[src/rtl/rxe_bufctrl.sv]
// rxe_bufctrl: ping-pong receive-buffer scheduler for the Ethernet RX write path.
//
// Watches the per-nibble writer's valid/length outputs and gates its memory
// writes into one of two packet buffers. Good packets are committed, and
// errored, runt, oversize or no-room packets are dropped. Committed packets
// are presented to the CPU side in arrival order until acknowledged.
//
// Ports:
//   i_clk, i_reset_n  clock, asynchronous active-low reset
//   i_wv, i_len       writer valid and running byte count
//   i_err             upstream CRC/align error, sampled on the end cycle
//   o_wr_en, o_wr_buf memory write enable and buffer select (combinational)
//   o_rd_valid, o_rd_buf, o_rd_len
//                     oldest committed packet (combinational from state)
//   i_rd_ack          CPU done with o_rd_buf (single-cycle pulse)
//   i_clr_cnt         synchronous clear of both counters
//   o_drop_cnt        saturating no-room + oversize drop count
//   o_err_cnt         saturating error + runt discard count
//   o_busy            receive FSM not idle
module rxe_bufctrl #(
    parameter int AW     = 12,
    parameter int MINLEN = 64,
    parameter int MAXLEN = 1518
) (
    input  logic          i_clk,
    input  logic          i_reset_n,
    input  logic          i_wv,
    input  logic [AW+1:0] i_len,
    input  logic          i_err,
    output logic          o_wr_en,
    output logic          o_wr_buf,
    output logic          o_rd_valid,
    output logic          o_rd_buf,
    output logic [AW+1:0] o_rd_len,
    input  logic          i_rd_ack,
    input  logic          i_clr_cnt,
    output logic [7:0]    o_drop_cnt,
    output logic [7:0]    o_err_cnt,
    output logic          o_busy
);

    localparam logic [AW+1:0] LP_MINLEN = (AW+2)'(MINLEN);
    localparam logic [AW+1:0] LP_MAXLEN = (AW+2)'(MAXLEN);

    typedef enum logic [1:0] {
        ST_IDLE = 2'd0,
        ST_RECV = 2'd1,
        ST_DROP = 2'd2
    } state_t;

    state_t        r_state;
    logic          r_widx;
    logic          r_ridx;
    logic [1:0]    r_full;
    logic [AW+1:0] r_len0;
    logic [AW+1:0] r_len1;
    logic [7:0]    r_drop_cnt;
    logic [7:0]    r_err_cnt;

    logic          w_free;
    logic          w_over;
    logic [AW+1:0] w_cur_len;
    logic          w_end;
    logic          w_commit;
    logic          w_discard;
    logic          w_drop_inc;
    logic          w_ack;
    logic [1:0]    w_full_nxt;

    assign w_free    = ~r_full[r_widx];
    assign w_over    = i_len > LP_MAXLEN;
    assign w_cur_len = r_widx ? r_len1 : r_len0;

    // End cycle: first cycle in RECV with the writer idle; the length latched
    // on the previous cycle is final.
    assign w_end     = (r_state == ST_RECV) & ~i_wv;
    assign w_commit  = w_end & ~i_err & (w_cur_len >= LP_MINLEN);
    assign w_discard = w_end & (i_err | (w_cur_len < LP_MINLEN));

    assign w_drop_inc = i_wv & (((r_state == ST_IDLE) & ~w_free) |
                                ((r_state == ST_RECV) & w_over));
    assign w_ack      = i_rd_ack & r_full[r_ridx];

    assign o_wr_en  = i_wv & (((r_state == ST_IDLE) & w_free) |
                              ((r_state == ST_RECV) & ~w_over));
    assign o_wr_buf = r_widx;

    assign o_rd_valid = r_full[r_ridx];
    assign o_rd_buf   = r_ridx;
    assign o_rd_len   = r_ridx ? r_len1 : r_len0;

    assign o_drop_cnt = r_drop_cnt;
    assign o_err_cnt  = r_err_cnt;
    assign o_busy     = (r_state != ST_IDLE);

    // Commit and ack in the same cycle always target different buffers: the
    // commit target was free at start, while the ack target is full.
    always_comb begin
        w_full_nxt = r_full;
        if (w_commit) w_full_nxt[r_widx] = 1'b1;
        if (w_ack)    w_full_nxt[r_ridx] = 1'b0;
    end

    always_ff @(posedge i_clk or negedge i_reset_n) begin
        if (!i_reset_n) begin
            r_state <= ST_IDLE;
            r_widx  <= 1'b0;
            r_ridx  <= 1'b0;
            r_full  <= '0;
            r_len0  <= '0;
            r_len1  <= '0;
        end else begin
            r_full <= w_full_nxt;
            if (w_ack) r_ridx <= ~r_ridx;

            // Length tracks every written word, including the start cycle, so
            // the value seen on the end cycle is the writer's final count.
            if (o_wr_en) begin
                if (r_widx) r_len1 <= i_len;
                else        r_len0 <= i_len;
            end

            case (r_state)
                ST_IDLE: begin
                    if (i_wv) r_state <= w_free ? ST_RECV : ST_DROP;
                end
                ST_RECV: begin
                    if (i_wv) begin
                        if (w_over) r_state <= ST_DROP;
                    end else begin
                        r_state <= ST_IDLE;
                        if (w_commit) r_widx <= ~r_widx;
                    end
                end
                ST_DROP: begin
                    if (!i_wv) r_state <= ST_IDLE;
                end
                default: r_state <= ST_IDLE;
            endcase
        end
    end

    // Clear takes priority over a same-cycle increment.
    always_ff @(posedge i_clk or negedge i_reset_n) begin
        if (!i_reset_n) begin
            r_drop_cnt <= '0;
            r_err_cnt  <= '0;
        end else if (i_clr_cnt) begin
            r_drop_cnt <= '0;
            r_err_cnt  <= '0;
        end else begin
            if (w_drop_inc && (r_drop_cnt != 8'hFF)) r_drop_cnt <= r_drop_cnt + 8'd1;
            if (w_discard  && (r_err_cnt  != 8'hFF)) r_err_cnt  <= r_err_cnt + 8'd1;
        end
    end

endmodule

[config.mk]
export PLATFORM = sky130hd
export DESIGN_NAME = rxe_bufctrl
export DESIGN_NICKNAME = d
export VERILOG_FILES = /design/src/rtl/rxe_bufctrl.sv
export SDC_FILE = /design/constraint.sdc
export NUM_CORES = 1
export LEC_CHECK = 0
export ABC_AREA = 1
export CAP_MARGIN = 40
export CORE_ASPECT_RATIO = 1.25
export CORE_MARGIN = 5
export CORE_UTILIZATION = 40
export DETAILED_ROUTE_END_ITERATION = 10
export PLACE_DENSITY = 0.67
export SYNTH_ARGS = -nofsm -noshare
export SYNTH_HDL_FRONTEND = slang
export SYNTH_SLANG_ARGS = --single-unit
[constraint.sdc]
create_clock -name i_clk -period 1.6 [get_ports i_clk]
set_input_delay 0.48 -clock i_clk [delete_from_list [all_inputs] [get_ports i_clk]]
set_output_delay 0.48 -clock i_clk [all_outputs]
set_load 0.01 [all_outputs]
==> impl_metrics.env, run 1 <==
export IMPL_hpwl_mm=4.974
export IMPL_timing_slew_headroom=0.7976
export IMPL_synth_cell_area_mm2=0.002673
export IMPL_gr_total_overflow=0
export IMPL_r2r_start="o_wr_buf"
export IMPL_finalWirelength_mm=7.409
export IMPL_ios=55
export IMPL_path_clk_slew_ps=100
export IMPL_slew_viol_final=0
export IMPL_most_common_layout_cells="nand2_1, buf_4, nand3_1"
export IMPL_min_period_ps=1799
export IMPL_synth_seq_cells=50
export IMPL_worst_slack_ps=-198.9
export IMPL_clock_latency_ps=300
export IMPL_synth_nets=381
export IMPL_cts_buffer_depth=2
export IMPL_grt_max_degree=51
export IMPL_power_switching_uw=2510
export IMPL_seq_area_mm2=0.001254
export IMPL_hold_path_class="in -> async"
export IMPL_cts_sinks=50
export IMPL_area_delta_synth_final_pct=47.28
export IMPL_pwr_share_seq=0.336
export IMPL_seq_area_frac_synth=0.4682
export IMPL_drc=0
export IMPL_gp_congestion=0.8301
export IMPL_final_common_cell="nand2_1"
export IMPL_reg2regPathDepth=10
export IMPL_finalHoldViolations=0
export IMPL_post_route_period_util=1.124
export IMPL_synth_cell_types=24
export IMPL_leakagePower_uw=0.002241
export IMPL_rsz0062_at_grt="true"
export IMPL_die_h_um=101.4
export IMPL_nFillCells=643
export IMPL_initial_core_util=0.4097
export IMPL_rows=33
export IMPL_syn_avg_cell_area_um2=7.444
export IMPL_fin_worst_skew_ps=11.76
export IMPL_final_antenna_net_count=0
export IMPL_fp_dieW_um=83.11
export IMPL_setup_violations=53
export IMPL_switching_share=0.4215
export IMPL_diodes=0
export IMPL_regToRegSetupSlack_ps=-100
export IMPL_maxCapViolCount=0
export IMPL_max_freq_ghz=0.5559
export IMPL_p_clk_frac=0.119
export IMPL_portBuffers=54
export IMPL_cts_buffers=5
export IMPL_cp_slowest_cell="dfrtp_2"
export IMPL_syn_inst=359
export IMPL_clockRootBuffer="clkbuf_8"
export IMPL_multi_input_area_mm2=0.001435
export IMPL_cts_hold_buf=0
export IMPL_crit_required_ps=1120
export IMPL_die_area_mm2=0.008427
export IMPL_status="finished, violations left"
export IMPL_setup_worst_path_start_class="flop"
export IMPL_worst_path_max_fanout=4
export IMPL_grt_pass1_wl_mm=12.50
export IMPL_avgRoutedWirePerCell_um=13.28
export IMPL_vias_per_cell=4.948
export IMPL_critPathCaptureType="primary output"
export IMPL_vias=2761
export IMPL_firstDrtPassIters=4
export IMPL_nets=493
export IMPL_violations="setup timing"
export IMPL_crit_type="reg -> out"
export IMPL_max_slew_worst_pin_slew_ps=303.7
export IMPL_arrival_ps=1320
export IMPL_combinationalPowerShare=0.546
export IMPL_tns_ps=-3675
export IMPL_cts_tree="yes"
export IMPL_drt_initial_drc_count=163
export IMPL_powerDensity_mw_per_mm2=1513
export IMPL_path_cells="o21ai_2 > nor2_2 > nand2_2 > nand2_4 > buf_6"
export IMPL_p_int_uw=3445
export IMPL_coreArea_mm2=0.006524
export IMPL_htreeDepth=2
export IMPL_grt_antenna_before_repair=0
export IMPL_ir_drop_v=0.0007832
export IMPL_ys_warn_count=0
export IMPL_reg2reg_to="r_len1[6]"
export IMPL_place_ws_ps=-971.2
export IMPL_cp_slowest_stage_delay_ps=450
export IMPL_drive_above_1_share=0.3439
export IMPL_first_global_vias=2734
export IMPL_track_usage=0.1793
==> per-stage QoR <==
| step | util | hold slack (ps) | cell area (um^2) | instances | total power [uW] |
|---|---|---|---|---|---|
| 4_1_cts | 0.5848 | 161.4 | 3815 | 556 | 5623 |
| 2_1_floorplan | - | 184.4 | 2694 | 359 | 3423 |
| 6_report | 0.6034 | 139.7 | 3936 | 558 | 5955 |
| 3_5_place_dp | 0.5577 | 458.8 | 3638 | 533 | 4757 |
| 3_3_place_gp | 0.5577 | 452.8 | 3638 | 533 | 4709 |
| 5_1_grt | 0.6034 | 160.4 | 3936 | 558 | 6390 |
==> kinds of logic (layout without fill, tap and decap cells) <==
group	Yosys count	in the layout	synth area share
fa+ha+maj	2	2	0.009362
simple gates	247	247	0.4012
xor+xnor	11	11	0.03605
flops	50	50	0.4682
buf+inv	39	151	0.06507
compound gates	10	10	0.02013
==> critical path, delay by kind of cell, from the launching register on <==
kind                   cells  cell delay [ps]
DFF                        1              450
and+or+nand+nor            3              240
buffers and inverters      1              110
AOI/OAI and AO/OA          1              210
==> timing repair <==
action                                  in CTS  in global routing
gates resized for setup                    188                 37
endpoints found under the setup margin      79                 66
cloned                                       1                  0
pin swaps                                   22                 21
setup buffers                               17                  3
==> Yosys cell counts <==
cell type | number | area, um^2
a31oi_1 | 2 | 12.51
dfrtp_1 | 50 | 1251
a21oi_1 | 3 | 15.01
inv_2 | 3 | 11.26
nand2_4 | 1 | 11.26
ha_1 | 2 | 25.02
o22ai_1 | 1 | 6.260
nand3_1 | 57 | 285.3
xor2_1 | 10 | 87.58
buf_2 | 1 | 5.000
inv_1 | 23 | 86.33
buf_1 | 2 | 7.510
nand4_1 | 11 | 68.82
nand3b_1 | 6 | 45.04
nor2_1 | 22 | 82.58
nand2_2 | 5 | 31.28
buf_6 | 2 | 22.52
o21ai_1 | 1 | 5.000
nor3_1 | 3 | 15.01
xnor2_1 | 1 | 8.760
buf_4 | 3 | 22.52
nand2_1 | 142 | 533.0
clkbuf_1 | 5 | 18.77
o21ai_0 | 3 | 15.01
==> sequential cells by signal, summed over array words and instances, names as in the netlist <==
name        cells
r_state         2
r_full          2
o_wr_buf        1
r_len0         14
r_len1         14
o_drop_cnt      8
o_err_cnt       8
o_rd_buf        1
==> cell type report <==
class	instances	area share
clock buffer	5	0.01748
clock inverter	2	0.002543
inverter	26	0.02479
multi-input combinational	270	0.3646
sequential	50	0.3185
tap	87	0.02765
timing repair buffer	118	0.2444
==> worst max-delay path by stage <==
| stage | start | to | slack (ps) |
|---|---|---|---|
| floorplan | i_len[7] | o_wr_en | -30 |
| global placement | i_len[12] | o_wr_en | -950 |
| detailed placement | i_len[12] | o_wr_en | -970 |
| CTS | o_wr_buf | o_wr_en | -180 |
| global route | o_wr_buf | o_wr_en | -270 |
| finish | o_wr_buf | o_wr_en | -200 |
==> power by group through the flow <==
stage	Combinational, uW	Sequential, uW	Clock, uW
2_1_floorplan	1490	1940	0
3_3_place_gp	2750	1960	0
3_5_place_dp	2790	1970	0
4_1_cts	2930	1970	726
5_1_grt	3570	2050	770
6_report	3250	2000	706
==> routing by layer <==
metal  global-route usage  vias to the layer above  routed length, um
li1                     -                     1376                  -
met1               0.2310                     1307               3261
met2               0.3099                       69               3709
met3              0.03743                        9                328
met4              0.04528                        0                110
met5                    0                        -                  0
Note: power is estimated with default switching activity, not from simulation.
==> run 2: changes to the inputs <==
Settings changed: REMOVE_ABC_BUFFERS from default to 1.
==> impl_metrics.env, run 2 (synthesized netlist as in run 1, its figures left out) <==
export IMPL_final_antenna_net_count=0
export IMPL_timing_slew_headroom=0.7811
export IMPL_power_switching_uw=2668
export IMPL_total_power_uw=6478
export IMPL_max_slew_worst_pin_slew_ps=328.4
export IMPL_top_regs="r_len0 (14), r_len1 (14)"
export IMPL_die_h_um=101.4
export IMPL_cts_sinks=50
export IMPL_status="finished, violations left"
export IMPL_worst_slack_ps=-256.1
export IMPL_tns_ps=-6664
export IMPL_slew_viol_final=0
export IMPL_gp_congestion=0.8275
export IMPL_clockRootBuffer="clkbuf_8"
export IMPL_crit_type="reg -> out"
export IMPL_max_freq_ghz=0.5388
export IMPL_avgRoutedWirePerCell_um=14.09
export IMPL_vias_per_cell=4.989
export IMPL_cp_slowest_stage_delay_ps=450
export IMPL_grt_max_degree=39
export IMPL_firstDrtPassIters=4
export IMPL_htreeDepth=2
export IMPL_pwr_share_seq=0.311
export IMPL_area_delta_synth_final_pct=56.46
export IMPL_finalHoldViolations=0
export IMPL_fp_dieW_um=83.11
export IMPL_finalWirelength_mm=7.990
export IMPL_die_area_mm2=0.008427
export IMPL_hpwl_mm=5.132
export IMPL_vias=2829
export IMPL_critPathCaptureType="primary output"
export IMPL_maxCapViolCount=0
export IMPL_min_period_ps=1856
export IMPL_portBuffers=54
export IMPL_drive_above_1_share=0.3896
export IMPL_coreArea_mm2=0.006524
export IMPL_hold_path_class="in -> async"
export IMPL_cp_top_family="flip-flops"
export IMPL_switching_share=0.4119
export IMPL_leakagePower_uw=0.002308
export IMPL_setup_violations=56
export IMPL_grt_pass1_wl_mm=13.03
export IMPL_p_int_uw=3810
export IMPL_diodes=0
export IMPL_rsz0062_at_grt="true"
export IMPL_stdcell_area_mm2=0.004182
export IMPL_combinationalPowerShare=0.551
export IMPL_most_common_layout_cells="nand2_1, buf_4, dfrtp_1"
export IMPL_first_global_vias=2783
export IMPL_fin_worst_skew_ps=7.079
export IMPL_cts_tree="yes"
export IMPL_regToRegSetupSlack_ps=-180
export IMPL_cts_buffer_depth=2
export IMPL_rows=33
export IMPL_dpl_cell_area_mm2=0.003616
export IMPL_p_clk_frac=0.138
export IMPL_path_cells="buf_6 > nand2_4 > o21ai_4 > nor2_2 > nand2_2 > nand2_4 > buf_6"
export IMPL_ios=55
export IMPL_worst_path_max_fanout=3
export IMPL_grt_antenna_before_repair=0
export IMPL_track_usage=0.1887
export IMPL_cts_buffers=5
export IMPL_powerDensity_mw_per_mm2=1549
export IMPL_drc=0
export IMPL_post_route_period_util=1.160
export IMPL_ir_drop_v=0.0007039
export IMPL_worst_path_buf_inv=2
export IMPL_crit_required_ps=1120
export IMPL_drt_initial_drc_count=145
export IMPL_arrival_ps=1380
export IMPL_final_common_cell="nand2_1"
export IMPL_cp_slowest_cell="dfrtp_2"
export IMPL_violations="setup timing"
export IMPL_clock_latency_ps=300
export IMPL_initial_core_util=0.4097
export IMPL_nets=501
export IMPL_path_clk_slew_ps=100
export IMPL_nFillCells=607
export IMPL_setup_worst_path_start_class="flop"
export IMPL_gr_total_overflow=0
run 2: cell types whose count changed in the layout (fill, tap and decap cells not counted), sizes merged:
cell / change
bufinv: +1
nand2: +1
clkdlybuf4s15: +1
clkinvlp: +1
clkinv: -1
buf: +4
inv: -1
dlygate4sd2: +1
clkbuf: +2
run 2: power by group through the flow:
stage | Sequential (uW) | Clock [uW] | Combinational (uW)
2_1_floorplan | 2000 | 0 | 1280
3_3_place_gp | 1950 | 0 | 2850
3_5_place_dp | 1960 | 0 | 2890
4_1_cts | 1970 | 931 | 3140
5_1_grt | 2060 | 972 | 3920
6_report | 2010 | 897 | 3570
run 2: stage by stage:
stage	worst slack, ps	hold slack [ps]	cells	utilization
floorplan	-137.0	184.4	346	-
global placement	-1005	399.0	532	0.5543
detailed placement	-1022	398.8	532	0.5543
CTS	-257.7	54.31	559	0.6045
global route	-299.7	68.26	567	0.6410
finish	-256.1	55.41	567	0.6410
run 2: worst register-to-register path: cells and delay by family (launching register included):
family,cells,cell delay (ps)
compound gates,1,60
buf+inv,3,630
flops,1,450
simple gates,7,550
run 2: worst paths after layout:
check | startpoint | endpoint | cells after the start
worst min register to register | r_len1[3] | r_len1[3] | 2
min in group i_clk | i_len[0] | r_len0[0] | 3
worst max-delay path | o_wr_buf | o_wr_en | 7
max in group asynchronous | i_reset_n | o_wr_buf | 2
worst min-delay path | i_reset_n | r_len0[3] | 1
worst max register to register | o_wr_buf | r_len1[5] | 11
run 2: what timing repair did:
| action | 4_1_cts | 5_1_grt |
|---|---|---|
| resized for setup | 203 | 62 |
| cloned | 1 | 0 |
| pin swaps | 25 | 30 |
| hold buffers | 0 | 0 |
| setup endpoints to repair | 81 | 66 |
| buffers inserted | 19 | 11 |
run 2: layout make-up:
| type | count | area, um^2 | area share |
|---|---|---|---|
| repair buffers | 125 | 1066 | 0.2549 |
| inverters | 26 | 117.6 | 0.02813 |
| flip-flops and latches | 50 | 1252 | 0.2995 |
| clock buffers | 6 | 72.57 | 0.01735 |
| multi-input cells | 271 | 1526 | 0.3650 |
| well taps | 87 | 108.9 | 0.02603 |
| clock inverters | 2 | 37.54 | 0.008977 |
run 2: layer usage:
metal	up-vias	wire length (um)	global-route usage
met2	87	4036	0.3315
met1	1333	3429	0.2381
li1	1392	-	-
met5	-	0	0
met4	0	174	0.04906
met3	17	349	0.03906
